--- config.mk ---
export PLATFORM = sky130hd
export DESIGN_NAME = uart_rx_param
export DESIGN_NICKNAME = d
export VERILOG_FILES = /design/src/rtl/uart_rx_param.sv
export SDC_FILE = /design/constraint.sdc
export NUM_CORES = 1
export LEC_CHECK = 0
export ABC_AREA = 1
export CORE_MARGIN = 10
export CORE_UTILIZATION = 35
export CTS_CLUSTER_DIAMETER = 80
export DETAILED_ROUTE_END_ITERATION = 10
export SKIP_CTS_REPAIR_TIMING = 1
export SYNTH_ARGS = -nofsm -noshare
export SYNTH_HDL_FRONTEND = slang
export SYNTH_SLANG_ARGS = --single-unit
export TNS_END_PERCENT = 10
--- constraint.sdc ---
create_clock -name clk -period 2 [get_ports clk]
set_input_delay 0.5 -clock clk [delete_from_list [all_inputs] [get_ports clk]]
set_output_delay 0.5 -clock clk [all_outputs]
set_load 0.02 [all_outputs]
--- src/rtl/uart_rx_param.sv ---
// Oversampling UART receiver on the system clock: 2-flop synchroniser, baud-tick divider, mid-bit sampling.
// Each frame ends in a one-cycle rx_valid carrying data, parity and framing status; break lines cannot retrigger.
module uart_rx_param #(
  parameter int CLK_FREQ   = 1000000,
  parameter int BAUD_RATE  = 9600,
  parameter int OVERSAMPLE = 16,
  parameter int DATA_BITS  = 8,
  parameter int PARITY_EN  = 0,
  parameter int PARITY_ODD = 0,
  parameter int STOP_BITS  = 1
) (
  input  logic                 clk,
  input  logic                 rst,
  input  logic                 rx,
  output logic [DATA_BITS-1:0] rx_data,
  output logic                 rx_valid,
  output logic                 parity_err,
  output logic                 frame_err,
  output logic                 busy
);

  localparam int DIV = CLK_FREQ / (BAUD_RATE * OVERSAMPLE);
  localparam int DW  = (DIV > 1) ? $clog2(DIV) : 1;
  localparam int TW  = $clog2(OVERSAMPLE);
  localparam int BW  = $clog2(DATA_BITS + 1);

  localparam logic [DW-1:0] DIV_LAST  = DW'(DIV - 1);
  localparam logic [TW-1:0] HALF_LAST = TW'(OVERSAMPLE / 2 - 1);
  localparam logic [TW-1:0] FULL_LAST = TW'(OVERSAMPLE - 1);
  localparam logic [BW-1:0] DATA_LAST = BW'(DATA_BITS - 1);
  localparam logic [BW-1:0] STOP_LAST = BW'(STOP_BITS - 1);

  typedef enum logic [2:0] {IDLE, START, DATA, PARITY, STOP, DONE} state_t;

  state_t                 state;
  state_t                 state_nxt;
  logic                   rx_meta;
  logic                   rxs;
  logic                   armed;
  logic [DW-1:0]          div_cnt;
  logic [TW-1:0]          tick_cnt;
  logic [BW-1:0]          bit_cnt;
  logic [DATA_BITS-1:0]   shreg;
  logic                   perr;
  logic                   ferr;
  logic                   tick;
  logic                   samp;
  logic                   start_det;
  logic                   last_stop;

  always_ff @(posedge clk) begin
    if (rst) begin
      rx_meta <= 1'b1;
      rxs     <= 1'b1;
    end else begin
      rx_meta <= rx;
      rxs     <= rx_meta;
    end
  end

  // START samples after half a bit; every later sample is a full bit further on.
  assign tick      = (div_cnt == DIV_LAST);
  assign samp      = tick && (tick_cnt == ((state == START) ? HALF_LAST : FULL_LAST));
  assign start_det = (state == IDLE) && armed && !rxs;
  assign last_stop = samp && (state == STOP) && (bit_cnt == STOP_LAST);

  always_ff @(posedge clk) begin
    if (rst) begin
      state <= IDLE;
    end else begin
      state <= state_nxt;
    end
  end

  always_comb begin
    state_nxt = state;
    case (state)
      IDLE:    if (start_det) state_nxt = START;
      START:   if (samp) state_nxt = rxs ? IDLE : DATA;
      DATA:    if (samp && (bit_cnt == DATA_LAST)) state_nxt = (PARITY_EN != 0) ? PARITY : STOP;
      PARITY:  if (samp) state_nxt = STOP;
      STOP:    if (last_stop) state_nxt = DONE;
      DONE:    state_nxt = IDLE;
      default: state_nxt = IDLE;
    endcase
  end

  always_comb begin
    busy     = (state != IDLE);
    rx_valid = (state == DONE);
  end

  always_ff @(posedge clk) begin
    if (rst) begin
      armed      <= 1'b0;
      div_cnt    <= '0;
      tick_cnt   <= '0;
      bit_cnt    <= '0;
      shreg      <= '0;
      perr       <= 1'b0;
      ferr       <= 1'b0;
      rx_data    <= '0;
      parity_err <= 1'b0;
      frame_err  <= 1'b0;
    end else begin
      // Restarting the divider on the start edge phase-aligns every tick to that edge.
      if (start_det || tick) begin
        div_cnt <= '0;
      end else begin
        div_cnt <= div_cnt + 1'b1;
      end

      if (start_det || samp) begin
        tick_cnt <= '0;
      end else if (tick) begin
        tick_cnt <= tick_cnt + 1'b1;
      end

      if (start_det || (samp && (state_nxt != state))) begin
        bit_cnt <= '0;
      end else if (samp) begin
        bit_cnt <= bit_cnt + 1'b1;
      end

      // A line that never returns high after a frame (break) must not look like a new start.
      if ((state == IDLE) && rxs) begin
        armed <= 1'b1;
      end else if ((state == START) && samp && !rxs) begin
        armed <= 1'b0;
      end

      if (samp && (state == DATA)) begin
        shreg <= {rxs, shreg[DATA_BITS-1:1]};
      end

      if (start_det) begin
        perr <= 1'b0;
      end else if (samp && (state == PARITY)) begin
        perr <= ^shreg ^ rxs ^ (PARITY_ODD != 0);
      end

      if (start_det) begin
        ferr <= 1'b0;
      end else if (samp && (state == STOP) && !rxs) begin
        ferr <= 1'b1;
      end

      if (last_stop) begin
        rx_data    <= shreg;
        parity_err <= perr;
        frame_err  <= ferr | ~rxs;
      end
    end
  end

endmodule

Word-level counts from Yosys, hierarchy flattened
Cells that the tools add are included.

Register bits: 37. Bits of input ports: 3. Output and inout bits: 12. Word-level logic and storage cells: 64.

Add/subtract/negate cells: 3. Equal/unequal tests: 9. Mux-type cells: 10. Bitwise gates (word level): 3. Reductions and logical operators: 26.

Operators with widths (count): 3-bit 2-to-1 mux (5); 3-bit one-hot mux with 5 select lines (1); 1-bit logical AND (13); 3-bit == test (second input constant) (3); 4-bit by 1-bit adder with 4-bit output (second input constant) (2); 2-bit OR reduction (4); 8-bit parity (1); 3-bit by 2-bit == test with 1-bit output (second input constant) (2); 4-bit by 3-bit == test with 1-bit output (second input constant) (1); 4-bit == test (1); 4-bit zero test (1); 4-bit 2-to-1 mux (1); 3-bit by 1-bit adder with 3-bit output (second input constant) (1); 3-bit by 1-bit == test with 1-bit output (second input constant) (1); 3-bit zero test (1); 1-bit logical OR (3); 3-bit inequality test (1); 3-bit nonzero test (1); 1-bit 2-to-1 mux (2); 2-bit 2-to-1 mux (1); 2-bit nonzero test (1); 1-bit zero test (1); 1-bit NOT (1); 1-bit bitwise OR (1); 1-bit bitwise XOR (1).

Longest topological paths before layout
Depth after elaboration: 12. Depth in mapped cells: 11. Gate-level depth less buffers: 11.

Least setup slack after synthesis
Ideal clock, no wire load.

Path type: register -> register. Start: register div_cnt[0]. End: register bit_cnt[0]. Setup time: 0.123 ns. Arrival time: 1.349 ns. Required time: 1.877 ns. Path slack: 0.528 ns. Cell stages (with the launch flop): 11. Buffers on the path: 0. Period minus slack after synthesis: 1.472 ns. Path through: dfxtp_1 > ha_1 > nand3_2 > nor2_4 > nand2_2 > nor2_4 > nand4_1 > nand2_1 > nand2_1 > nand3_2 > a21oi_1.

Cells in the longest elaborated chain, start to end: 10. Elaborated cells between the ends (all ways): 14. Classes of those cells: eq/ne (2); mux (5); reduce/logical (7).

RTL lines: start, declared (RTL line 40) `logic [DW-1:0] div_cnt;`; start signal, assigned (RTL line 110) `div_cnt <= div_cnt + 1'b1;`; 3-bit == test * (RTL line 62) `assign tick = (div_cnt == DIV_LAST);`; 1-bit logical AND * (RTL line 63) `assign samp = tick && (tick_cnt == ((state == START) ? HALF_LAST : FULL_LAST));`; 1-bit logical AND (2 in a row) (RTL line 65) `assign last_stop = samp && (state == STOP) && (bit_cnt == STOP_LAST);`; 3-bit 2-to-1 mux (RTL line 82) `STOP: if (last_stop) state_nxt = DONE;`; 3-bit one-hot mux with 5 select lines (RTL line 77) `case (state)`; 3-bit inequality test (RTL line 119) `if (start_det || (samp && (state_nxt != state))) begin`; 1-bit logical AND (RTL line 119); 1-bit logical OR (RTL line 119); 2-bit OR reduction (no line); end signal, assigned (RTL line 122) `bit_cnt <= bit_cnt + 1'b1;`; end, declared (RTL line 42) `logic [BW-1:0] bit_cnt;`.

Mark *: on every way between the ends. The rest lies on a longest branch, timed or not. A chain may end at the register's enable or synchronous reset.

Final worst setup path
Start: register state[2]. End: output port rx_valid.

Cells in the longest elaborated chain, start to end: 1.

RTL lines: start, declared (RTL line 35) `state_t state;`; start signal, assigned (RTL line 71) `state <= state_nxt;`; 3-bit == test (RTL line 90) `rx_valid = (state == DONE);`; end, declared (RTL line 16) `output logic rx_valid,`.

No other way between the ends.

==> metrics.yaml <==
drtIter0Drc: 76
min_period_ps: 1890
synth.area.top_cells: "dfxtp_1 (44%), nand2_1 (10%), a21oi_1 (6.5%)"
cp_data_arrival_time_ps: 1390
synth_top_area_cell: "dfxtp_1"
ys_ff_latch: 37
routabilityCongestion: 0.817
drive_above_1_share_pct: 11.7
yosysUniqueCellTypes: 28
clock_path_buffers: 2
worstReg2RegEnd: "bit_cnt[1]$_SDFFE_PP0P_"
cap_violations: 0
synth_nets: 223
min_period_over_period_pct: 94.7
area_growth_pct: 22.1
cts_sinks: 37
totalWireLength_mm: 3.63
cp_max_fo: 7
num_antenna_cells: 0
cts_tree: "yes"
antenna_found_initial: 0
seq_area_um2: 741
cp-end-kind: "output port"
fmax_mhz: 528
leakagePower_nw: 0.830
cts-htree-levels: 2
start_util_pct: 36.0
die_area_mm2: 0.00805
drc: 0
fp.dieW_um: 89.7
numPortBuffers: 14
ys_warn_count: 0
setup_slack_ps: 107
slew_headroom_pct: 75.1
grt_max_degree: 24
rows: 25
grt_pass1_wl_mm: 6.37
syn_area_per_cell_um2: 7.91
viasPerCell: 4.61
grt_pass1_vias: 1347
reg2reg_slack_ps: 290
critPathRequiredTime_ps: 1500
p_per_area_mw_per_mm2: 714
rsz0062_at_grt: "false"
die_height_um: 89.7
finalHoldViolCount: 0
first_pass_iters: 4
report.final.slew_viol_count: 0
status: "complete, no violations"
gr-total-overflow: 0
io-pin-count: 15
vias: 1410
r2r-start: "div_cnt[0]$_SDFF_PP0_"
pre_cts_slack_ps: 7.94
min_from: "rx_meta$_SDFF_PP1_"
multiInputGateArea_um2: 850
core_area_mm2: 0.00472
clock_latency_ps: 290
cts.clk_slew.worst_paths_ps: 60
crit_type: "reg -> out"
hold_end: "rxs$_SDFF_PP1_"
drtAntennaViolNets: 0
ys_seq_area_share_pct: 43.5
ir_drop_mv: 0.337
cts_root_buffer: "clkbuf_8"
fill_cells: 474
nets: 246
postSynthCellCount: 215
cts_made_buffers: 5
grt_usage_pct: 9.38
finalSetupViolations: 0
hp-class: "reg -> reg"
detail_route.wl_per_cell_um: 11.8
place_hpwl_mm: 2.60
syn_area_mm2: 0.00170
total_power_mw: 1.48
worstHoldPathCells: 1
worstMarginPinSlew_ps: 371
synth_top_area_share_pct: 43.5
r2r_cells: 10
skew_ps: 10.8
critPathLaunchType: "flop"
[per-stage QoR]
| stage | hold WS [ps] | instances | utilization (%) | area, um^2 | setup TNS [ps] |
|---|---|---|---|---|---|
| after floorplan | 389 | 215 | - | 1700 | 0 |
| after global placement | 392 | 298 | 41.3 | 1950 | 0 |
| after detailed placement | 398 | 298 | 41.3 | 1950 | 0 |
| after CTS | 414 | 306 | 43.7 | 2070 | -573 |
| after global routing | 427 | 306 | 44.0 | 2080 | 0 |
| final | 411 | 306 | 44.0 | 2080 | 0 |
[where the power goes]
| group | internal (mW) | leakage, nW | switching [mW] |
|---|---|---|---|
| Combinational | 0.0240 | 0.473 | 0.0389 |
| Clock | 0.407 | 0.0585 | 0.259 |
| Sequential | 0.747 | 0.299 | 0.00899 |
[worst max path at each step]
| stage | slack (ps) | end | depth (start not counted) | from |
|---|---|---|---|---|
| after detailed placement | 8 | busy | 5 | state[0]$_SDFF_PP0_ |
| after floorplan | 530 | bit_cnt[0]$_SDFFE_PP0P_ | 10 | div_cnt[0]$_SDFF_PP0_ |
| after CTS | -330 | busy | 5 | state[0]$_SDFF_PP0_ |
| final | 110 | rx_valid | 3 | state[2]$_SDFF_PP0_ |
| after global routing | 7 | rx_valid | 3 | state[2]$_SDFF_PP0_ |
| after global placement | 50 | busy | 5 | state[0]$_SDFF_PP0_ |
[placed cells by master, fill, tap and decap left out]
cell / n
a21oi_1: 22
a221oi_1: 1
a31oi_1: 2
a31oi_4: 1
buf_4: 7
bufinv_16: 1
clkbuf_1: 1
clkbuf_8: 6
clkdlybuf4s50_1: 12
clkinv_1: 1
dfxtp_1: 37
dlymetal6s2s_1: 2
ha_1: 5
inv_1: 21
inv_2: 2
nand2_1: 46
nand2_2: 3
nand3_1: 16
nand3_2: 2
nand3_4: 1
nand4_1: 5
nor2_1: 14
nor2_4: 3
nor3_1: 5
nor3b_1: 2
o211ai_1: 1
o21a_1: 2
o21ai_0: 2
or2_2: 2
xnor2_1: 6
xor2_1: 8
[critical path: stages (launching register included)]
cell            delay (ps)
dfxtp_1                480
inv_2                  120
nor3_1                 230
dlymetal6s2s_1         270
[flip-flops by register name (all words and copies together) (netlist names), 3 cells and up]
signal / flops
bit_cnt: 4
tick_cnt: 4
div_cnt: 3
shreg: 8
state: 3
rx_data: 8
[Yosys cell counts]
library cell,count
clkbuf_1,2
nor3b_1,2
a221oi_1,1
xor2_1,8
a21oi_1,22
xnor2_1,6
nand3_2,2
a31oi_1,2
nor3_1,5
nand4_1,5
inv_1,21
clkinv_1,1
nand3_4,1
dfxtp_1,37
inv_2,2
o211ai_1,1
buf_2,2
o21a_1,2
nor2_1,15
buf_6,1
nand3_1,16
ha_1,5
a31oi_4,1
nand2_2,3
nor2_4,2
or2_2,2
o21ai_0,2
nand2_1,46
[metal layers]
| layer | global-route usage [%] | wire length [um] | vias to the layer above |
|---|---|---|---|
| met5 | 0 | 0 | - |
| met4 | 4.45 | 37 | 0 |
| met3 | 3.24 | 182 | 4 |
| met2 | 13.5 | 1640 | 35 |
| met1 | 12.1 | 1770 | 630 |
| li1 | - | - | 741 |
[final cells by class]
cell class                 instances  area share [%]
tap                               67            4.03
sequential                        37            35.6
clock inverter                     1            1.44
inverter                          24            4.33
multi-input combinational        149            40.9
timing repair buffer              21            9.51
clock buffer                       7            4.15
[logic make-up (layout without fill, tap and decap cells)]
| logic type | Yosys count | count (layout) | synth area share, % |
|---|---|---|---|
| AO/OA/AOI/OAI | 31 | 31 | 10.9 |
| XOR/XNOR | 14 | 14 | 7.21 |
| adder cells (fa/ha/maj) | 5 | 5 | 3.68 |
| buffers and inverters | 29 | 53 | 6.99 |
| flip-flops | 37 | 37 | 43.5 |
| AND/OR/NAND/NOR | 99 | 99 | 27.7 |
Power figures use the tool's default switching activity.
